==> src/rtl/pc_unit.sv <==
// ---------------------------------------------------------------------------
// pc_unit -- program-counter unit for the single-cycle MIPS core.
//
// Owns the PC register and picks the next PC for sequential flow, taken
// branches, J/JAL, JR and exception entry. Bit WIDTH-1 of the PC is the
// supervisor bit. It is carried through every target except two cases. A JR
// may drop from supervisor to user mode but never climbs back. The
// exception vector supplies its own supervisor bit.
//
// Optional feature (macro PC_UNIT_RAS_EN):
//   defined   : a return-address stack records JAL/JALR link addresses, and
//               each JR $ra target is checked against the stack top. Any
//               disagreement is flagged on ras_mispredict for one cycle.
//   undefined : no stack is built. link/ret are ignored and the RAS
//               outputs are tied to their empty-stack constants.
//
// Handshake: none. This is a free-running datapath block. A cycle with
//   stall=1 freezes every register (PC, RAS, mispredict flag). All other
//   cycles load on the rising edge.
//
// Ports:
//   clk            in   clock, rising-edge active
//   reset          in   asynchronous, active-high reset
//   stall          in   hold all state this cycle
//   Jump[1:0]      in   00 seq/branch, 01 J/JAL, 10 JR, 11 exception
//   taken          in   branch condition (only with Jump=00)
//   offset[25:0]   in   J/JAL instruction index
//   branchAddr     in   word-aligned branch target
//   radata         in   register-file read port 1 (JR target)
//   link           in   push pcp4 onto the RAS
//   ret            in   pop the RAS and check the JR target
//   pc             out  current PC
//   pcp4           out  pc + 4 (wraps modulo 2^WIDTH)
//   ras_top        out  top RAS entry, 0 when empty
//   ras_empty      out  RAS holds no entries
//   ras_full       out  RAS holds RAS_DEPTH entries
//   ras_mispredict out  last pop disagreed with the JR target
// ---------------------------------------------------------------------------
module pc_unit #(
   parameter int               WIDTH     = 32,
   parameter int               RAS_DEPTH = 4,
   parameter logic [WIDTH-1:0] RESET_PC  = {1'b1, {(WIDTH-1){1'b0}}},
   parameter logic [WIDTH-1:0] EXC_VEC   = {1'b1, {(WIDTH-1){1'b0}}} | WIDTH'(32'h180)
) (
   input  logic             clk,
   input  logic             reset,
   input  logic             stall,
   input  logic [1:0]       Jump,
   input  logic             taken,
   input  logic [25:0]      offset,
   input  logic [WIDTH-1:0] branchAddr,
   input  logic [WIDTH-1:0] radata,
   input  logic             link,
   input  logic             ret,
   output logic [WIDTH-1:0] pc,
   output logic [WIDTH-1:0] pcp4,
   output logic [WIDTH-1:0] ras_top,
   output logic             ras_empty,
   output logic             ras_full,
   output logic             ras_mispredict
);

   localparam logic [1:0] JMP_SEQ = 2'b00;
   localparam logic [1:0] JMP_IMM = 2'b01;
   localparam logic [1:0] JMP_REG = 2'b10;
   localparam logic [1:0] JMP_EXC = 2'b11;

   logic [WIDTH-1:0] r_pc;
   logic [WIDTH-1:0] w_pcp4;
   logic [WIDTH-1:0] w_jtarget;
   logic [WIDTH-1:0] w_next_pc;
   logic             w_s;

   assign w_s    = r_pc[WIDTH-1];
   assign w_pcp4 = r_pc + WIDTH'(4);

   // J/JAL target: the top nibble comes from pcp4, the 26-bit index is
   // shifted into word position, and the rest of the PC is zero-filled.
   assign w_jtarget = {w_pcp4[WIDTH-1:28], offset, 2'b00};

   // ------------------------------------------------------------------------
   // Next-PC selection
   // ------------------------------------------------------------------------
   always_comb begin
      w_next_pc = w_pcp4;
      case (Jump)
         JMP_SEQ: begin
            if (taken) w_next_pc = {w_s, branchAddr[WIDTH-2:0]};
            else       w_next_pc = w_pcp4;
         end
         JMP_IMM: w_next_pc = {w_s, w_jtarget[WIDTH-2:0]};
         JMP_REG: begin
            // Supervisor may return to user mode. User mode keeps s=0 even
            // when the register asks for supervisor.
            if (w_s && !radata[WIDTH-1]) w_next_pc = radata;
            else                         w_next_pc = {w_s, radata[WIDTH-2:0]};
         end
         JMP_EXC: w_next_pc = EXC_VEC;
         default: w_next_pc = w_pcp4;
      endcase
   end

   always_ff @(posedge clk or posedge reset) begin
      if (reset)       r_pc <= RESET_PC;
      else if (!stall) r_pc <= w_next_pc;
   end

   assign pc   = r_pc;
   assign pcp4 = w_pcp4;

`ifdef PC_UNIT_RAS_EN
   // ------------------------------------------------------------------------
   // Return-address stack: circular buffer. r_ptr points at the top entry
   // and r_cnt counts the valid entries (0..RAS_DEPTH). A push when full
   // wraps onto the oldest entry. The count stays saturated.
   // ------------------------------------------------------------------------
   localparam int PW = $clog2(RAS_DEPTH);
   localparam logic [PW:0] CNT_FULL = (PW+1)'(RAS_DEPTH);

   logic [WIDTH-1:0] r_ras [RAS_DEPTH];
   logic [PW-1:0]    r_ptr;
   logic [PW:0]      r_cnt;
   logic             r_mis;
   logic [WIDTH-1:0] w_top;
   logic [PW-1:0]    w_ptr_inc;
   logic [PW-1:0]    w_ptr_dec;
   logic             w_ras_act;
   logic             w_cnt_zero;
   logic             w_top_miss;
   logic             w_unused;

   assign w_ptr_inc  = r_ptr + 1'b1;
   assign w_ptr_dec  = r_ptr - 1'b1;
   assign w_cnt_zero = (r_cnt == '0);
   assign w_top      = w_cnt_zero ? '0 : r_ras[r_ptr];
   assign w_top_miss = (w_top != w_next_pc);
   // The exception path ignores link/ret entirely.
   assign w_ras_act  = !stall && (Jump != JMP_EXC);
   assign w_unused   = branchAddr[WIDTH-1];

   always_ff @(posedge clk or posedge reset) begin
      if (reset) begin
         r_ptr <= '0;
         r_cnt <= '0;
         r_mis <= 1'b0;
      end else if (!stall) begin
         r_mis <= 1'b0;
         if (w_ras_act) begin
            case ({link, ret})
               2'b10: begin
                  r_ptr <= w_ptr_inc;
                  if (r_cnt != CNT_FULL) r_cnt <= r_cnt + 1'b1;
               end
               2'b01: begin
                  if (w_cnt_zero) begin
                     // Popping an empty stack predicts nothing, so it is
                     // always a miss. State stays put.
                     r_mis <= 1'b1;
                  end else begin
                     r_mis <= w_top_miss;
                     r_ptr <= w_ptr_dec;
                     r_cnt <= r_cnt - 1'b1;
                  end
               end
               2'b11: begin
                  // Replace-top: the pointer stays and the count holds,
                  // except that an empty stack becomes one entry.
                  r_mis <= w_cnt_zero ? 1'b1 : w_top_miss;
                  if (w_cnt_zero) r_cnt <= (PW+1)'(1);
               end
               default: ;
            endcase
         end
      end
   end

   // Entry storage needs no reset: the count masks stale contents.
   always_ff @(posedge clk) begin
      if (w_ras_act) begin
         if (link && !ret)     r_ras[w_ptr_inc] <= w_pcp4;
         else if (link && ret) r_ras[r_ptr]     <= w_pcp4;
      end
   end

   assign ras_top        = w_top;
   assign ras_empty      = w_cnt_zero;
   assign ras_full       = (r_cnt == CNT_FULL);
   assign ras_mispredict = r_mis;
`else
   logic w_unused;

   assign w_unused       = &{1'b0, link, ret, branchAddr[WIDTH-1]};
   assign ras_top        = '0;
   assign ras_empty      = 1'b1;
   assign ras_full       = 1'b0;
   assign ras_mispredict = 1'b0;
`endif

endmodule

==> config.mk <==
export PLATFORM = sky130hd
export DESIGN_NAME = pc_unit
export DESIGN_NICKNAME = d
export VERILOG_FILES = /design/src/rtl/pc_unit.sv
export SDC_FILE = /design/constraint.sdc
export NUM_CORES = 1
export LEC_CHECK = 0
export ABC_AREA = 0
export BUFFER_PORTS_ARGS = -buffer_cell sky130_fd_sc_hd__buf_4
export CAP_MARGIN = 20
export CORE_AREA = 2 2 87 89
export CTS_BUF_LIST = sky130_fd_sc_hd__clkbuf_4 sky130_fd_sc_hd__clkbuf_8 sky130_fd_sc_hd__clkbuf_16
export DETAILED_ROUTE_END_ITERATION = 10
export DIE_AREA = 0 0 89 91
export GPL_TIMING_DRIVEN = 1
export PLACE_DENSITY = 0.93
export SYNTH_ARGS = -nofsm -noshare
export SYNTH_HDL_FRONTEND = slang
export SYNTH_SLANG_ARGS = --single-unit
export TNS_END_PERCENT = 5
==> constraint.sdc <==
create_clock -name clk -period 3.6 [get_ports clk]
set_input_delay 0.72 -clock clk [delete_from_list [all_inputs] [get_ports clk]]
set_output_delay 0.72 -clock clk [all_outputs]
set_load 0.02 [all_outputs]
; After elaboration in Yosys (flattened, before gate mapping)
; Cells that the tools add are included.
; Widths: inputs -> output; s select.
[totals]
wordCells = 17
mem_bits_rw = 0
romBits = 0
memories = 0
latch_bits = 0
reg_bits = 32
[classes]
n_div = 0
bitwise_logic = 2
n_addsub = 1
n_eq_ne = 5
mul = 0
muxes = 3
reduce_logical = 4
order_cmp = 0
shift = 0
[op_table]
columns = op, count
row1 = $pmux 32 s4, 1
row2 = $mux 32, 2
row3 = $add 32x3->32 const B, 1
row4 = $eq 2x2->1 const B, 2
row5 = $ne 2x2->1 const B, 2
row6 = $reduce_and 4->1, 1
row7 = $eq 2x1->1 const B, 1
row8 = $logic_not 2->1, 1
row9 = $not 1->1, 2
row10 = $logic_and 1x1->1, 1
row11 = $logic_not 1->1, 1

; Logic depth before layout (Yosys ltp)
[depth]
word_depth = 4
depth_mapped = 7
ltp_nobuf = 5

; Worst setup path after synthesis
; Ideal clock, no wire load.
[synth_path]
kind = reg-to-output
from = reg r_pc[2] (netlist: pc[2])
to = out pcp4[20]
path_buffers = 0
path_stages_with_launch = 6
path_slack_ns = 0.767
arrival_ns = 2.113
required_ns = 2.880
path_cell_list = dfrtp_1 ha_1 nand3_1 nor4_1 nand3_1 xnor2_1
[synth_via]
elab_chain_cells = 1
[synth_lines]
columns = element, line_no
row1 = from (decl), 68  ; logic [WIDTH-1:0] r_pc;
row2 = from (signal assigned), 105  ; else if (!stall) r_pc <= w_next_pc;
row3 = $add 32x3->32, 75  ; assign w_pcp4 = r_pc + WIDTH'(4);
row4 = to (decl), 56  ; output logic [WIDTH-1:0] pcp4,
; Every way passes these cells.

; Worst setup path in the final report
[layout_path]
from = reg r_pc[2] (netlist: pc[2])
to = out pcp4[30]
; Same word-level chain as after synthesis.

==> metrics.txt <==
# rows=31; synth cell count leaders=buf_4 (37), clkbuf_1 (31), dfrtp_1 (31), nand2_1 (31), nor2_1 (23); DRT iter0 DRCs=275; min Tclk post-route=3436 ps; die area=8099 sq um; gr ovfl total=0; dominant cells by area after synthesis=dfrtp_1 (23%), buf_4 (8.3%), xnor2_1 (5.5%); largest net degree at the start of global routing=45; PwrDens=347.8 nW/um^2; drt wl/cell=17.34 microns; TritonCTS clock tree=yes; count leader, synth=buf_4; dominant cell type by area after synthesis=dfrtp_1; DRC viols=0; proportion of layout cells with a drive suffix above 1=34.34%; Pins Over Slew Limit=0; CP max FO=7; worst path arrival time=2720 ps; worst slew pin tran=638.1 ps; clock sinks=32; Final nets=660; library cells used by synthesis=61; RD Place Congestion=0.9019; global-route wire length before repair=17730 microns; CP cell instances=ha_1 -> nand3_1 -> or4_1 -> or3_1 -> nand2_1 -> buf_4; io pins=197; CTS max path bufs=2; Placement Cell Area=4437 sq um; GRT Total Usage=27.39%; Setup Buffers After CTS=0; Crit path buffers/inverters=1; CTS H-tree lvls=2; Worst IR Drop VDD=0.0001571 V; mapped cell area=3338 sq um; Syn. warnings=0; RSZ-0062 raised after global routing=no; status=finished, final reports clean; cell area after layout=4571 sq um; Max stage delay cell, worst path=or4_1; Post-synth EDFFs=0; Post-CTS Hold Buffers=0; fin cells=661; DR pass1 iterations=5; CTS Root Cell=clkbuf_8; Yosys top cell area share=23.24%; chip height=91 microns; post-CTS sizing=0; #FFs+latches synth=32; Initial Utilization=46.77%; Vias per Instance=5.943; share of the yosys chip area belonging to registers=24.03%; f_max=0.2910 GHz; ant diodes=0; CP startpoint kind=register; CP Class=reg2out; CP Depth=6; fin crit share=95.46%; DRT Wirelength=11460 microns; syn avg cell area=7.836 sq um; DIE WIDTH=89 microns; Max-cap violations=0; HP Class=in2async; Critical Path RT=2880 ps; hpwl dp=8731 microns; async set or reset register ratio after synthesis=100.0%; Vias=3928; antenna violations before repair=0; IO Port Bufs=158; ys flop type=dfrtp_1; vias in the first global route=3610; clock skew=12.72 ps; Reg2Reg Depth=5; Post-Syn Instances=426; area grow syn2layout=36.92%; Inserted Clock Buffers=5; setup TNS=0 ps; CTS clk-pin slew, worst paths=80 ps; LEAKAGE=2.092 nW; core area=7137 sq um; final hold violations=0; Placed Cells=653; Top delay family on crit path=simple AND/OR/NAND/NOR gates; clk_lat worst skew=290 ps; Worst Setup End Kind=output port; Design Power=0.001590 W; Post-DRT Antenna Nets=0; # setup viols final=0; max reg flops=32; Worst slew margin=57.23%; critical path's largest stage delay=720 ps
==> power by group <==
part | total, W | switching (W) | internal (W)
clock | 0.000388 | 0.000144 | 0.000244
sequential | 0.000507 | 0.0000971 | 0.000410
combinational | 0.000695 | 0.000384 | 0.000310
total | 0.00159 | 0.000625 | 0.000964
==> logic make-up after synthesis <==
logic type | synth area share, %
and+or+nand+nor | 28.75
AOI/OAI and AO/OA | 25.11
xor gates and xnor gates | 6.035
buffers and inverters | 14.84
DFF | 24.03
adders and majority gates | 0.3748
other | 0.2250
muxes | 0.6372
==> area by class of cell <==
| cell class | count | area, sq um |
|---|---|---|
| multi-input cells | 333 | 2182 |
| well taps | 99 | 123.9 |
| repair buffers | 167 | 1254 |
| fillers | 625 | 2566 |
| clock buffers | 7 | 96.34 |
| inverters | 22 | 82.58 |
| flip-flops and latches | 32 | 802.0 |
| clock inverters | 1 | 30.03 |
==> metrics by stage <==
step                      util, %  setup WS [ps]  hold slack, ps
after floorplan                 -          767.5           563.6
after global placement      62.17          573.9           534.8
after detailed placement    62.17          509.9           544.9
after CTS                   63.94          185.1           551.5
after global routing        64.04          34.90           586.3
final                       64.04          163.6           535.5
==> metal layers <==
layer / GRT usage (%) / up-vias / wire length [microns]
met4: 9.826 / 0 / 217
met2: 45.71 / 254 / 5646
li1: - / 1806 / -
met3: 4.182 / 19 / 1036
met5: 0 / - / 0
met1: 35.37 / 1849 / 4562
==> worst reg2reg max path: stages, from the launching register on <==
cell and delay, ps:
dfrtp_1 440, ha_1 350, nand3_1 260, or4_1 720
or3_1 430, a31oi_1 180
==> final timing paths <==
path,start,endpoint,slack (ps)
max,pc[2],pcp4[30],160
min,reset,pc[4],540
max reg2reg,pc[2],pc[30],1130
min reg2reg,pc[31],pc[31],560
max in group asynchronous,reset,pc[31],2700
min in group clk,pc[31],pc[31],560
==> cell usage in the layout (no fill, tap or decap), drive strengths merged, types with 11 or more instances in the layout <==
cell type | synthesis | layout
buf | 41 | 167
nor4 | 12 | 12
conb | 2 | 35
nor2 | 23 | 23
o21ai | 11 | 11
xnor2 | 21 | 21
nand3 | 17 | 17
a221oi | 14 | 14
a21oi | 16 | 16
dfrtp | 31 | 31
nand2 | 31 | 31
inv | 22 | 22
Power figures use the tool's default switching activity.
